<file path="src/rtl/ball_draw_if.sv">
// ---------------------------------------------------------------------------
// ball_draw_if
// Bundles the request side (from the game FSM) and the pixel stream side
// (towards the x/y-to-address RAM writer) of the ball_draw block.
//
// Signals:
//   start     request: draw the square at (x0, y0), single-cycle pulse
//   clr       request: flood the screen with color_in, single-cycle pulse
//   x0        square origin column (8 bits)
//   y0        square origin row (9 bits)
//   color_in  RGB colour, bit 2 = R, bit 1 = G, bit 0 = B
//   busy      high while a draw or clear is in progress
//   done      one-cycle pulse when an operation finishes
//   x, y      pixel coordinate
//   write_en  pixel valid strobe
//   color     pixel colour
//
// Modports:
//   master  the requester side (game FSM / testbench)
//   slave   the ball_draw block itself
// ---------------------------------------------------------------------------
interface ball_draw_if;
  logic       start;
  logic       clr;
  logic [7:0] x0;
  logic [8:0] y0;
  logic [2:0] color_in;
  logic       busy;
  logic       done;
  logic [7:0] x;
  logic [8:0] y;
  logic       write_en;
  logic [2:0] color;

  modport master (
    output start, clr, x0, y0, color_in,
    input  busy, done, x, y, write_en, color
  );

  modport slave (
    input  start, clr, x0, y0, color_in,
    output busy, done, x, y, write_en, color
  );
endinterface

</file>
<file path="src/rtl/ball_draw.sv">
// ---------------------------------------------------------------------------
// ball_draw
// Pixel-stream generator feeding the x/y-to-address RAM writer. On a start
// request it rasterises a filled BALL_SIZE x BALL_SIZE square whose top-left
// corner is (x0, y0); on a clr request it floods the whole SCR_W x SCR_H
// screen with one colour. One pixel is produced per clock in raster order
// (x fastest). Pixels of the square that fall off the screen are clipped by
// holding write_en low while the counters keep running, so the operation
// length never depends on the origin.
//
// Ports:
//   clk50M  system clock
//   rst_n   asynchronous active-low reset
//   bus     ball_draw_if.slave: start/clr/x0/y0/color_in requests in,
//           busy/done status and x/y/write_en/color pixel stream out
//
// All outputs are registered. The first pixel appears in the cycle right
// after the request is sampled.
// ---------------------------------------------------------------------------
module ball_draw #(
  parameter int BALL_SIZE = 8,
  parameter int SCR_W     = 240,
  parameter int SCR_H     = 320
) (
  input  logic        clk50M,
  input  logic        rst_n,
  ball_draw_if.slave  bus
);

  // Last counter values for each operation. The column counter is 8 bits
  // (enough for 0..SCR_W-1), the row counter 9 bits (0..SCR_H-1); the square
  // reuses the same two counters as its dx/dy offsets.
  localparam logic [7:0] DRAW_COL_LAST = 8'(BALL_SIZE - 1);
  localparam logic [8:0] DRAW_ROW_LAST = 9'(BALL_SIZE - 1);
  localparam logic [7:0] CLR_COL_LAST  = 8'(SCR_W - 1);
  localparam logic [8:0] CLR_ROW_LAST  = 9'(SCR_H - 1);
  localparam logic [8:0] SCR_W_LIM     = 9'(SCR_W);
  localparam logic [9:0] SCR_H_LIM     = 10'(SCR_H);

  typedef enum logic [1:0] {
    IDLE  = 2'd0,
    DRAW  = 2'd1,
    CLEAR = 2'd2,
    DONE  = 2'd3
  } state_e;

  state_e     state_q, state_d;
  logic [7:0] colCnt_q, colCnt_d;
  logic [8:0] rowCnt_q, rowCnt_d;
  logic [7:0] orgX_q, orgX_d;
  logic [8:0] orgY_q, orgY_d;
  logic [2:0] colLatch_q, colLatch_d;

  logic [7:0] x_q, x_d;
  logic [8:0] y_q, y_d;
  logic [2:0] color_q, color_d;
  logic       we_q, we_d;
  logic       busy_q, busy_d;
  logic       done_q, done_d;

  // Pixel coordinate of the square, one bit wider than the screen
  // coordinates so that positions past the right/bottom edge are seen as
  // such instead of wrapping around.
  logic [8:0] colSum;
  logic [9:0] rowSum;
  logic       onScreen;

  // State register plus every registered output. Reset clears everything,
  // so an interrupted operation never produces a done pulse.
  always_ff @(posedge clk50M or negedge rst_n) begin
    if (!rst_n) begin
      state_q    <= IDLE;
      colCnt_q   <= '0;
      rowCnt_q   <= '0;
      orgX_q     <= '0;
      orgY_q     <= '0;
      colLatch_q <= '0;
      x_q        <= '0;
      y_q        <= '0;
      color_q    <= '0;
      we_q       <= 1'b0;
      busy_q     <= 1'b0;
      done_q     <= 1'b0;
    end else begin
      state_q    <= state_d;
      colCnt_q   <= colCnt_d;
      rowCnt_q   <= rowCnt_d;
      orgX_q     <= orgX_d;
      orgY_q     <= orgY_d;
      colLatch_q <= colLatch_d;
      x_q        <= x_d;
      y_q        <= y_d;
      color_q    <= color_d;
      we_q       <= we_d;
      busy_q     <= busy_d;
      done_q     <= done_d;
    end
  end

  // Next-state logic. The counters always describe the pixel currently on
  // the outputs, so the move to DONE happens while the last pixel is shown.
  // Requests are only looked at in IDLE; clr has priority over start.
  always_comb begin
    state_d    = state_q;
    colCnt_d   = colCnt_q;
    rowCnt_d   = rowCnt_q;
    orgX_d     = orgX_q;
    orgY_d     = orgY_q;
    colLatch_d = colLatch_q;
    case (state_q)
      IDLE: begin
        if (bus.clr || bus.start) begin
          state_d    = bus.clr ? CLEAR : DRAW;
          colCnt_d   = '0;
          rowCnt_d   = '0;
          orgX_d     = bus.x0;
          orgY_d     = bus.y0;
          colLatch_d = bus.color_in;
        end
      end
      DRAW: begin
        if (colCnt_q == DRAW_COL_LAST) begin
          colCnt_d = '0;
          if (rowCnt_q == DRAW_ROW_LAST) begin
            rowCnt_d = '0;
            state_d  = DONE;
          end else begin
            rowCnt_d = rowCnt_q + 9'd1;
          end
        end else begin
          colCnt_d = colCnt_q + 8'd1;
        end
      end
      CLEAR: begin
        if (colCnt_q == CLR_COL_LAST) begin
          colCnt_d = '0;
          if (rowCnt_q == CLR_ROW_LAST) begin
            rowCnt_d = '0;
            state_d  = DONE;
          end else begin
            rowCnt_d = rowCnt_q + 9'd1;
          end
        end else begin
          colCnt_d = colCnt_q + 8'd1;
        end
      end
      DONE: begin
        state_d = IDLE;
      end
      default: begin
        state_d = IDLE;
      end
    endcase
  end

  // Output logic. It looks at the *next* state and counters so that the
  // registered outputs line up with the state they belong to; this is what
  // puts the first pixel on the bus the cycle after the request.
  always_comb begin
    colSum   = {1'b0, orgX_d} + {1'b0, colCnt_d};
    rowSum   = {1'b0, orgY_d} + {1'b0, rowCnt_d};
    onScreen = (colSum < SCR_W_LIM) && (rowSum < SCR_H_LIM);
    x_d      = x_q;
    y_d      = y_q;
    color_d  = color_q;
    we_d     = 1'b0;
    busy_d   = 1'b0;
    done_d   = 1'b0;
    case (state_d)
      DRAW: begin
        busy_d  = 1'b1;
        x_d     = colSum[7:0];
        y_d     = rowSum[8:0];
        color_d = colLatch_d;
        we_d    = onScreen;
      end
      CLEAR: begin
        busy_d  = 1'b1;
        x_d     = colCnt_d;
        y_d     = rowCnt_d;
        color_d = colLatch_d;
        we_d    = 1'b1;
      end
      DONE: begin
        done_d = 1'b1;
      end
      default: begin
        we_d = 1'b0;
      end
    endcase
  end

  assign bus.x        = x_q;
  assign bus.y        = y_q;
  assign bus.color    = color_q;
  assign bus.write_en = we_q;
  assign bus.busy     = busy_q;
  assign bus.done     = done_q;

endmodule
</file>
<file path="src/flat_wrapper.sv">
// flat-port wrapper written by rule: the top's interface ports become plain ports
module ball_draw_flat 
#(
  parameter int BALL_SIZE = 8,
  parameter int SCR_W     = 240,
  parameter int SCR_H     = 320
)
  (clk50M, rst_n, bus_start, bus_clr, bus_x0, bus_y0, bus_color_in, bus_busy, bus_done, bus_x, bus_y, bus_write_en, bus_color);
  ball_draw_if bus_i ();
  input  logic clk50M;
  input  logic rst_n;
  input wire logic [$bits(bus_i.start)-1:0] bus_start;
  input wire logic [$bits(bus_i.clr)-1:0] bus_clr;
  input wire logic [$bits(bus_i.x0)-1:0] bus_x0;
  input wire logic [$bits(bus_i.y0)-1:0] bus_y0;
  input wire logic [$bits(bus_i.color_in)-1:0] bus_color_in;
  output wire logic [$bits(bus_i.busy)-1:0] bus_busy;
  output wire logic [$bits(bus_i.done)-1:0] bus_done;
  output wire logic [$bits(bus_i.x)-1:0] bus_x;
  output wire logic [$bits(bus_i.y)-1:0] bus_y;
  output wire logic [$bits(bus_i.write_en)-1:0] bus_write_en;
  output wire logic [$bits(bus_i.color)-1:0] bus_color;
  assign bus_i.start = bus_start;
  assign bus_i.clr = bus_clr;
  assign bus_i.x0 = bus_x0;
  assign bus_i.y0 = bus_y0;
  assign bus_i.color_in = bus_color_in;
  assign bus_busy = bus_i.busy;
  assign bus_done = bus_i.done;
  assign bus_x = bus_i.x;
  assign bus_y = bus_i.y;
  assign bus_write_en = bus_i.write_en;
  assign bus_color = bus_i.color;
  ball_draw #(.BALL_SIZE(BALL_SIZE), .SCR_W(SCR_W), .SCR_H(SCR_H)) u_core (.clk50M(clk50M), .rst_n(rst_n), .bus(bus_i));
endmodule
</file>
<file path="config.mk">
export PLATFORM = sky130hd
export DESIGN_NAME = ball_draw_flat
export DESIGN_NICKNAME = d
export VERILOG_FILES = /design/src/rtl/ball_draw_if.sv /design/src/rtl/ball_draw.sv /design/src/flat_wrapper.sv
export SDC_FILE = /design/constraint.sdc
export NUM_CORES = 1
export LEC_CHECK = 0
export CORE_ASPECT_RATIO = 1.1
export CORE_MARGIN = 2
export CORE_UTILIZATION = 40
export DETAILED_ROUTE_END_ITERATION = 12
export SLEW_MARGIN = 20
export SYNTH_ARGS = -nofsm -noshare
export SYNTH_HDL_FRONTEND = slang
export SYNTH_SLANG_ARGS = --single-unit
</file>
<file path="constraint.sdc">
create_clock -name clk50M -period 7.5 [get_ports clk50M]
set_clock_uncertainty 0.2 [all_clocks]
set_input_delay 1.5 -clock clk50M [delete_from_list [all_inputs] [get_ports clk50M]]
set_output_delay 1.5 -clock clk50M [all_outputs]
set_load 0.005 [all_outputs]
</file>
; ---- Yosys cells after proc, flatten, opt, wreduce, memory -nomap -nowiden
; Cells that the tools add are included.
[totals]
reg_bits = 62
input_bits = 24
output_inout_bits = 23
wordCells = 61
[classes]
add_sub_neg = 4
n_lt_le_gt_ge = 2
eq_ne = 10
n_mux = 28
reduce_logical = 5
[op_table]
columns = op, n
row1 = 9-bit two-way mux, 7
row2 = 8-bit two-way mux, 5
row3 = 9-bit case mux with 3 select lines, 1
row4 = 8-bit case mux with 3 select lines, 1
row5 = 9-bit case mux with 2 select lines, 1
row6 = 8-bit case mux with 2 select lines, 1
row7 = 2-bit two-way mux, 6
row8 = 9-bit by 9-bit adder with 10-bit output, 1
row9 = 10-bit by 9-bit less-than comparator with 1-bit output (second input constant), 1
row10 = 8-bit by 8-bit adder with 9-bit output, 1
row11 = 9-bit by 1-bit adder with 9-bit output (second input constant), 1
row12 = 9-bit by 3-bit equality test with 1-bit output (second input constant), 1
row13 = 9-bit equality test (second input constant), 1
row14 = 9-bit by 8-bit less-than comparator with 1-bit output (second input constant), 1
row15 = 8-bit by 1-bit adder with 8-bit output (second input constant), 1
row16 = 2-bit equality test (second input constant), 4
row17 = 8-bit by 3-bit equality test with 1-bit output (second input constant), 1
row18 = 8-bit equality test (second input constant), 1
row19 = 2-bit case mux with 4 select lines, 1
row20 = 3-bit two-way mux, 2
row21 = 2-bit by 1-bit equality test with 1-bit output (second input constant), 2
row22 = 2-bit logical NOT, 1
row23 = 1-bit two-way mux, 2
row24 = 1-bit case mux with 2 select lines, 1
row25 = 4 further kinds, 4

; ---- Depth between registers and ports, before layout
; Gate-level depths: netlist of run 1.
[depth]
ltp_word = 8
ltp_mapped = 15
depth_no_buf = 15

; ---- Worst setup path after synthesis of run 1
; OpenSTA, ideal clock, no wires.
[synth_timing]
kind = input to register
start = in bus_start
end = reg u_core.we_q, in the netlist u_core.bus.write_en
setup_time_ns = 0.067
arrival_time_ns = 4.249
required_ns = 7.233
setup_slack_ns = 2.984
stages = 11
n_path_buf = 1
cell_sequence = o21ai_0 clkbuf_1 mux2_2 ha_1 fa_1 a21oi_1 o22ai_1 or3_1 o221a_2 o21ai_0 a41o_1
[synth_between]
elab_chain_len = 7
elab_cells_between_ends = 19
classes_between = 2 x add/sub / 2 x order compare / 2 x eq/ne / 11 x mux / 2 x reduce/logical
[synth_lines]
columns = item, line
row1 = start: declaration, flat_wrapper.sv:12  ; input wire logic [$bits(bus_i.start)-1:0] bus_start;
row2 = 1-bit logical OR, ball_draw.sv:112  ; if (bus.clr || bus.start) begin
row3 = 9-bit two-way mux, ball_draw.sv:112
row4 = 9-bit two-way mux, ball_draw.sv:110  ; case (state_q)
row5 = named net u_core.orgY_d[0], ball_draw.sv:51  ; logic [8:0] orgY_q, orgY_d;
row6 = 9-bit by 9-bit adder with 10-bit output, ball_draw.sv:161  ; rowSum = {1'b0, orgY_d} + {1'b0, rowCnt_d};
row7 = 10-bit by 9-bit less-than comparator with 1-bit output, ball_draw.sv:162  ; onScreen = (colSum < SCR_W_LIM) && (rowSum < SCR_H_LIM);
row8 = 1-bit logical AND, ball_draw.sv:162
row9 = 1-bit case mux with 2 select lines, ball_draw.sv:169  ; case (state_d)
row10 = named net u_core.we_d, ball_draw.sv:57  ; logic we_q, we_d;
row11 = end signal: assignment, ball_draw.sv:94  ; we_q <= we_d;
row12 = end: declaration, ball_draw.sv:57
; The timed path passes the listed nets, and every way through them passes these cells.
; A chain may end at the register's enable or synchronous reset.

; ---- Final worst setup path of run 1
[layout_timing]
start = in bus_start
end = reg u_core.we_q, in the netlist u_core.bus.write_en
[layout_between]
elab_chain_len = 7
elab_cells_between_ends = 19
classes_between = 2 x add/sub / 2 x order compare / 2 x eq/ne / 11 x mux / 2 x reduce/logical
[layout_lines]
columns = item, line
row1 = 1-bit logical OR, ball_draw.sv:112
row2 = 9-bit two-way mux, ball_draw.sv:112
row3 = 9-bit case mux with 3 select lines, ball_draw.sv:110
row4 = named net u_core.rowCnt_d[2], ball_draw.sv:49  ; logic [8:0] rowCnt_q, rowCnt_d;
row5 = 9-bit by 9-bit adder with 10-bit output, ball_draw.sv:161
row6 = 10-bit by 9-bit less-than comparator with 1-bit output, ball_draw.sv:162
row7 = 1-bit logical AND, ball_draw.sv:162
row8 = 1-bit case mux with 2 select lines, ball_draw.sv:169
row9 = named net u_core.we_d, ball_draw.sv:57
; The timed path passes the listed nets, and every way through them passes these cells.

==> results of run 1 <==
==> cells in the final DEF, fill, tap and decap left out, drive strengths merged, types with 8 or more instances in the layout <==
master          n
ha             22
dfrtp          62
nor2           23
clkdlybuf4s50  45
a211oi         12
a21oi          17
a21o            8
mux2           24
nand2          23
nand3          13
clkbuf         13
and3            8
o21ai          19
inv            14
==> worst max-delay path: cells and delay by family <==
family / cells / cell delay [ps]
and+or+nand+nor: 3 / 620
buffers and inverters: 1 / 500
adders and majority gates: 1 / 350
AOI/OAI and AO/OA: 8 / 2240
==> kinds of logic after synthesis <==
family	count (synthesis)	share of synthesized area, %
AND/OR/NAND/NOR	113	16.6
AO/OA/AOI/OAI	102	19.9
flip-flops	62	41.7
multiplexers	27	8.06
buffers and inverters	25	3.12
adder cells (fa/ha/maj)	24	8.47
XOR/XNOR	9	2.12
==> per-layer routing <==
metal,up-vias,GRT usage (%)
met3,6,3.75
li1,1461,-
met1,1421,27.4
met5,-,0
met4,0,5.51
met2,52,26.2
==> per-stage QoR <==
step	hold slack (ps)	area, µm²	utilization, %
6_report	292	4450	49.7
5_1_grt	319	4450	49.7
4_1_cts	298	4450	49.7
3_5_place_dp	282	4280	47.7
3_3_place_gp	273	4280	47.7
2_1_floorplan	267	3720	-
==> area by class of cell <==
class,count,area [µm²]
Fill cell,859,4510
Clock buffer,13,169
Clock inverter,1,5.00
Timing Repair Buffer,48,470
Sequential cell,62,1550
Tap cell,114,143
Multi-Input combinational cell,275,2060
Inverter,14,52.6
==> worst paths after layout <==
path | start | to | slack, ps | cells after the start
min in group asynchronous | rst_n | u_core.bus.x[2] | 1140 | 2
worst max-delay path | bus_start | u_core.bus.write_en | 2350 | 13
worst min register to register | u_core.bus.x[1] | u_core.bus.x[1] | 290 | 2
max in group asynchronous | rst_n | u_core.rowCnt_q[1] | 5460 | 2
worst max register to register | u_core.colCnt_q[0] | u_core.bus.write_en | 3350 | 13
worst min-delay path | u_core.bus.x[1] | u_core.bus.x[1] | 290 | 2
==> flip-flops by register name, indices dropped and copies added, names as in the netlist <==
name	cells
u_core.rowCnt_q	9
u_core.bus.color	3
u_core.bus.x	8
u_core.orgY_q	9
u_core.state_q	2
u_core.colLatch_q	3
u_core.bus.y	9
u_core.bus.done	1
u_core.colCnt_q	8
u_core.bus.write_en	1
u_core.orgX_q	8
u_core.bus.busy	1
==> report_power, final <==
part / internal (mW) / leakage, nW / switching (mW) / total (mW)
Combinational: 0.340 / 1.11 / 0.335 / 0.675
Sequential: 0.442 / 0.767 / 0.0631 / 0.505
Clock: 0.143 / 0.0914 / 0.120 / 0.263
==> results.md, run 1 <==
* Initial antenna violation count at 0
* Slowest stage delay, CP at 810 ps
* Die width at 96.0 µm
* Syn Inst Count at 362
* Worst slew pin tran at 992 ps
* Synth top area share at 41.7%
* Outcome: finished, final reports clean
* Post-CTS Setup Repair Bufs at 0
* Max VDD drop at approximately 0.18 mV
* Vias at 2940
* # placed instances at between 500 and 600
* Area Growth Syn to Fin at 19.5%
* Avg WL per Cell at 16.2 µm
* Tot Pwr at about 1.4 mW
* Avg Cell Area, Syn at 10.3 µm²
* Routed vias/inst at 5.58
* Std cell rows at 36
* Cells along the critical path: clkdlybuf4s50_1 -> nor3_1 -> nor2_1 -> a21oi_1 -> o21ai_0 -> o31ai_2 -> ha_1 -> a21oi_1 -> o22ai_1 -> or3_1 -> o221a_2 -> o21ai_0 -> a41o_1
* CTS root buf: clkbuf_8
* Port-buffer cells at 46
* Minimum clock period at 5150 ps
* WL final at 8.55 mm
* Mapped Nets at 410
* CTS tree: built
* Required time worst endpoint at 7560 ps
* Fin. Hold Viols at 0
* Area contributors post-synth: dfrtp_1 42%, ha_1 7.4%, mux2_2 7.3%, a211oi_1 2.4%, nand2_1 2.3%
* Slowest-stage cell, CP: a21oi_1
* Clk_lat worst skew at 330 ps
* Clock sinks at 62
* IO Count at 47
* Starting density of the core at 41.5%
* GPL Wtd Cong at 0.825
* Top-count cell post-synth: dfrtp_1
* Unrepaired setup endpoints after global routing: false
* Post-synth ARST share at 100%
* Vias in the first global route at 2922
* Met3 WL at 335 µm
* Arrival time worst endpoint at 5210 ps
* Setup TNS Final at 0 ps
* Clock transition at path regs at 70 ps
* Remaining DRCs at 0
* Largest net degree at the start of global routing at 63
* Share of post-route cells with drive strength above 1 at 15.0%
* M1 WL at 4.23 mm
* Die area at 10100 µm²
* Number of CTS-inserted buffers at 9
* Crit start category: input pin
* Dpl ws at 1990 ps
* Die Span Y at 105 µm
* DP HPWL at 6.39 mm
* Synthesized area at 3720 µm²
* Final Instance Count excl. Fillers at 527
* Routed wl met2 at 3.93 mm
* Pre-antenna DRT Iters at 4
* Synth top cells by count: 62 x dfrtp_1, 24 x mux2_2, 23 x nand2_1, 23 x nor2_1, 22 x ha_1
* Seq/Total Area, Yosys at a little over two fifths
* Leakage power at 1.97 nW
* Gr usage total at between 10% and 20%
* Core ar. at 8960 µm²
* Longest Clk Path Bufs at 2
* Crit share post-route at between 60 and 70%
* Relative slew slack at between 30% and 40%
* Hold crit path type: flip-flop to flip-flop
* Most used DFF post-synth: dfrtp_1
* Post-cts resize count at 0
* PD cells at around 320 nW/µm²
* Final Setup Violations at 0
* Synth warn at 0
* Post-synth EDFFs at 0
* # hold bufs at CTS at 0
* ANT nets after route at 0
* Post-synth top area cell: dfrtp_1
* Crit-path max FO at 12
* Peak Freq at 194 MHz
* Max Cap Violations at 0
* Final setup margin at around 2300 ps
* Antenna Cells at 0
* Gr ovfl total at 0
* Yosys cell types at 65
* FF+latch count, synth at 62
* Pins Over Slew Limit at 0
* Initial DRC Count at approximately 150
* H-tree depth at 3
* Crit Path Class: input pin to flip-flop
* Critical Path Sink Type: flip-flop
* First-pass GRT wire length at ~14 mm
* Highest routed layer: met4
* Final nets at 458
Power figures use the tool's default switching activity.
==> run 2: changes to the inputs <==
==> constraint.sdc (replaced) <==
create_clock -name clk50M -period 4.74 [get_ports clk50M]
set_clock_uncertainty 0.2 [all_clocks]
set_input_delay 0.948 -clock clk50M [delete_from_list [all_inputs] [get_ports clk50M]]
set_output_delay 0.948 -clock clk50M [all_outputs]
set_load 0.005 [all_outputs]
==> results.md, run 2 (same netlist as run 1, synthesis figures left out) <==
* Peak Freq at 229 MHz
* CTS root buf: clkbuf_8
* WL final at 9.28 mm (+8.5%)
* Most frequent cells in the layout: 62 x dfrtp_1, 45 x clkdlybuf4s50_1, 24 x mux2_2
* PD cells at 530 nW/µm² (+63%)
* Hold endpoint: u_core.bus.x[1]
* Clk_lat worst skew at 340 ps (about the same)
* Gr usage total at 20.2% (+2.0 points)
* Die area at 10100 µm² (unchanged)
* Slowest stage delay, CP at 610 ps (-200 ps)
* Leakage power at 2.03 nW (+3.1%)
* Crit Path Class: input pin to flip-flop
* Pins Over Slew Limit at 0 (unchanged)
* Crit path from: bus_start
* R2R setup slack at 510 ps (-2840 ps)
* Clock transition at path regs at 70 ps (about the same)
* Logic pwr share at 45.4% (-1.4 points)
* Slowest-stage cell, CP: a21oi_1
* Outcome: finished, final reports clean
* Antenna Cells at 0 (unchanged)
* Largest net degree at the start of global routing at 35 (-44%)
* Die width at 96.0 µm (unchanged)
* Final nets at 467 (+2.0%)
* Crit start category: input pin
* Hold path start: u_core.bus.x[1]
* Clock network fraction of design power at 21.6% (+3.4 points)
* H-tree depth at 3 (unchanged)
* Arrival time worst endpoint at 4430 ps (-780 ps)
* Initial DRC Count at 149 (-3.2%)
* Initial antenna violation count at 0 (unchanged)
* ANT nets after route at 0 (unchanged)
* DP HPWL at 6.79 mm (+6.3%)
* Core ar. at 8960 µm² (unchanged)
* Hold depth at 2 (unchanged)
* Share of post-route cells with drive strength above 1 at 16.7% (+1.7 points)
* Max VDD drop at 0.287 mV (+63%)
* Post-cts resize count at 0 (unchanged)
* Die Span Y at 105 µm (unchanged)
* Longest Clk Path Bufs at 2 (unchanged)
* Final Instance Count excl. Fillers at 538 (+2.1%)
* Number of CTS-inserted buffers at 9 (unchanged)
* Worst r2r src: u_core.rowCnt_q[0]
* Final core occ at 51.0% (+1.4 points)
* Crit-path max FO at 8 (-4)
* Setup TNS Final at 0 ps (unchanged)
* Number of fill cells at 823 (-4.2%)
* Smallest hold slack at 291 ps (-1.20 ps)
* First-pass GRT wire length at 15.7 mm (+8.7%)
* Tot Pwr at 2.42 mW (+68%)
* P_sw at 0.863 mW (+67%)
* Clock sinks at 62 (unchanged)
* Reg2Reg Capture Point: u_core.bus.write_en
* Required time worst endpoint at 4810 ps (-2750 ps)
* Remaining DRCs at 0 (unchanged)
* Area of the multi-input gates at 2060 µm² (unchanged)
* Hold crit path type: flip-flop to flip-flop
* Internal at 1.56 mW (+69%)
* Area Growth Syn to Fin at 22.8%
* Pre-antenna DRT Iters at 4 (unchanged)
* CTS tree: built
* Relative slew slack at 46.7% (+13 points)
* Seq. cell area at 1550 µm² (unchanged)
* Starting density of the core at 41.5% (unchanged)
* Vias in the first global route at 3058 (+4.7%)
* Std cell rows at 36 (unchanged)
* Unrepaired setup endpoints after global routing: false
* Critical Path Sink Type: flip-flop
* R2R cell count at 14 (+1)
* Worst slew pin tran at 789 ps (-203 ps)
* Avg WL per Cell at 17.3 µm (+6.3%)
* Routed vias/inst at 5.66 (+1.4%)
* GPL Wtd Cong at 0.848 (+2.8%)
* Max Cap Violations at 0 (unchanged)
* Port-buffer cells at 46 (unchanged)
* # hold bufs at CTS at 0 (unchanged)
* Cells along the critical path: clkdlybuf4s50_1 -> nor3_1 -> nor2_1 -> a21oi_1 -> o21ai_0 -> o31ai_2 -> ha_1 -> a21oi_1 -> o22ai_1 -> or3_1 -> o221a_2 -> o21ai_0 -> a41o_1
* IO Count at 47 (unchanged)
* Post-CTS Setup Repair Bufs at 0 (unchanged)
* Crit share post-route at around nine tenths
* Fin. Hold Viols at 0 (unchanged)
* Gr ovfl total at 0 (unchanged)
* Final Setup Violations at 0 (unchanged)
* Part of the power in registers at 33.0% (-2.0 points)
* Minimum clock period at 4360 ps
* Commonest non-fill, non-tap cell in the layout: dfrtp_1
* # placed instances at 522 (+1.8%)
* Switching share of power at 35.6% (-0.24 points)
* Vias at 3044 (+3.5%)
## run 2: changes by cell type in the layout (fill, tap and decap cells not counted), sizes merged
cell	delta
buf	+9
bufinv	+2
clkinv	-1
clkinvlp	+1
## run 2: area by class of cell
cell class                 count  share of cell area, %
clock inverter                 3                   1.48
timing repair buffer          57                   12.0
clock buffer                  13                   3.26
multi-input combinational    275                   45.0
tap                          114                   3.12
sequential                    62                   33.9
inverter                      14                   1.15
## run 2: metal layers
metal  vias to the layer above  global-route usage, %  wire (µm)
met5                         -                      0          0
li1                       1476                      -          -
met3                         4                   2.81        307
met4                         0                   6.63         59
met1                      1515                   29.7       4550
met2                        49                   30.4       4370
## run 2: power groups by stage
stage          clock network (mW)  registers [mW]  logic (mW)
6_report                    0.523           0.800        1.10
5_1_grt                     0.551           0.823        1.22
4_1_cts                     0.525           0.802        1.10
3_5_place_dp                    0           0.811        1.08
3_3_place_gp                    0           0.804        1.07
2_1_floorplan                   0           0.787       0.774
## run 2: worst max path at each step
stage                                endpoint  slack (ps)  cells after the start
final                     u_core.bus.write_en         380                     13
after CTS                 u_core.bus.write_en         410                     13
after global placement    u_core.bus.write_en         170                     13
after floorplan           u_core.bus.write_en         780                     11
after global routing      u_core.bus.write_en         100                     13
after detailed placement  u_core.bus.write_en         120                     13
## run 2: through the flow
step	area (µm²)	worst slack, ps
floorplan	3720	776
global placement	4360	168
detailed placement	4360	115
CTS	4570	414
global route	4570	100
finish	4570	382
## run 2: worst max-delay path: cells and delay by family
family          cells  cell delay (ps)
fa+ha+maj           1              350
buf+inv             1              420
compound gates      8             2110
simple gates        3              590
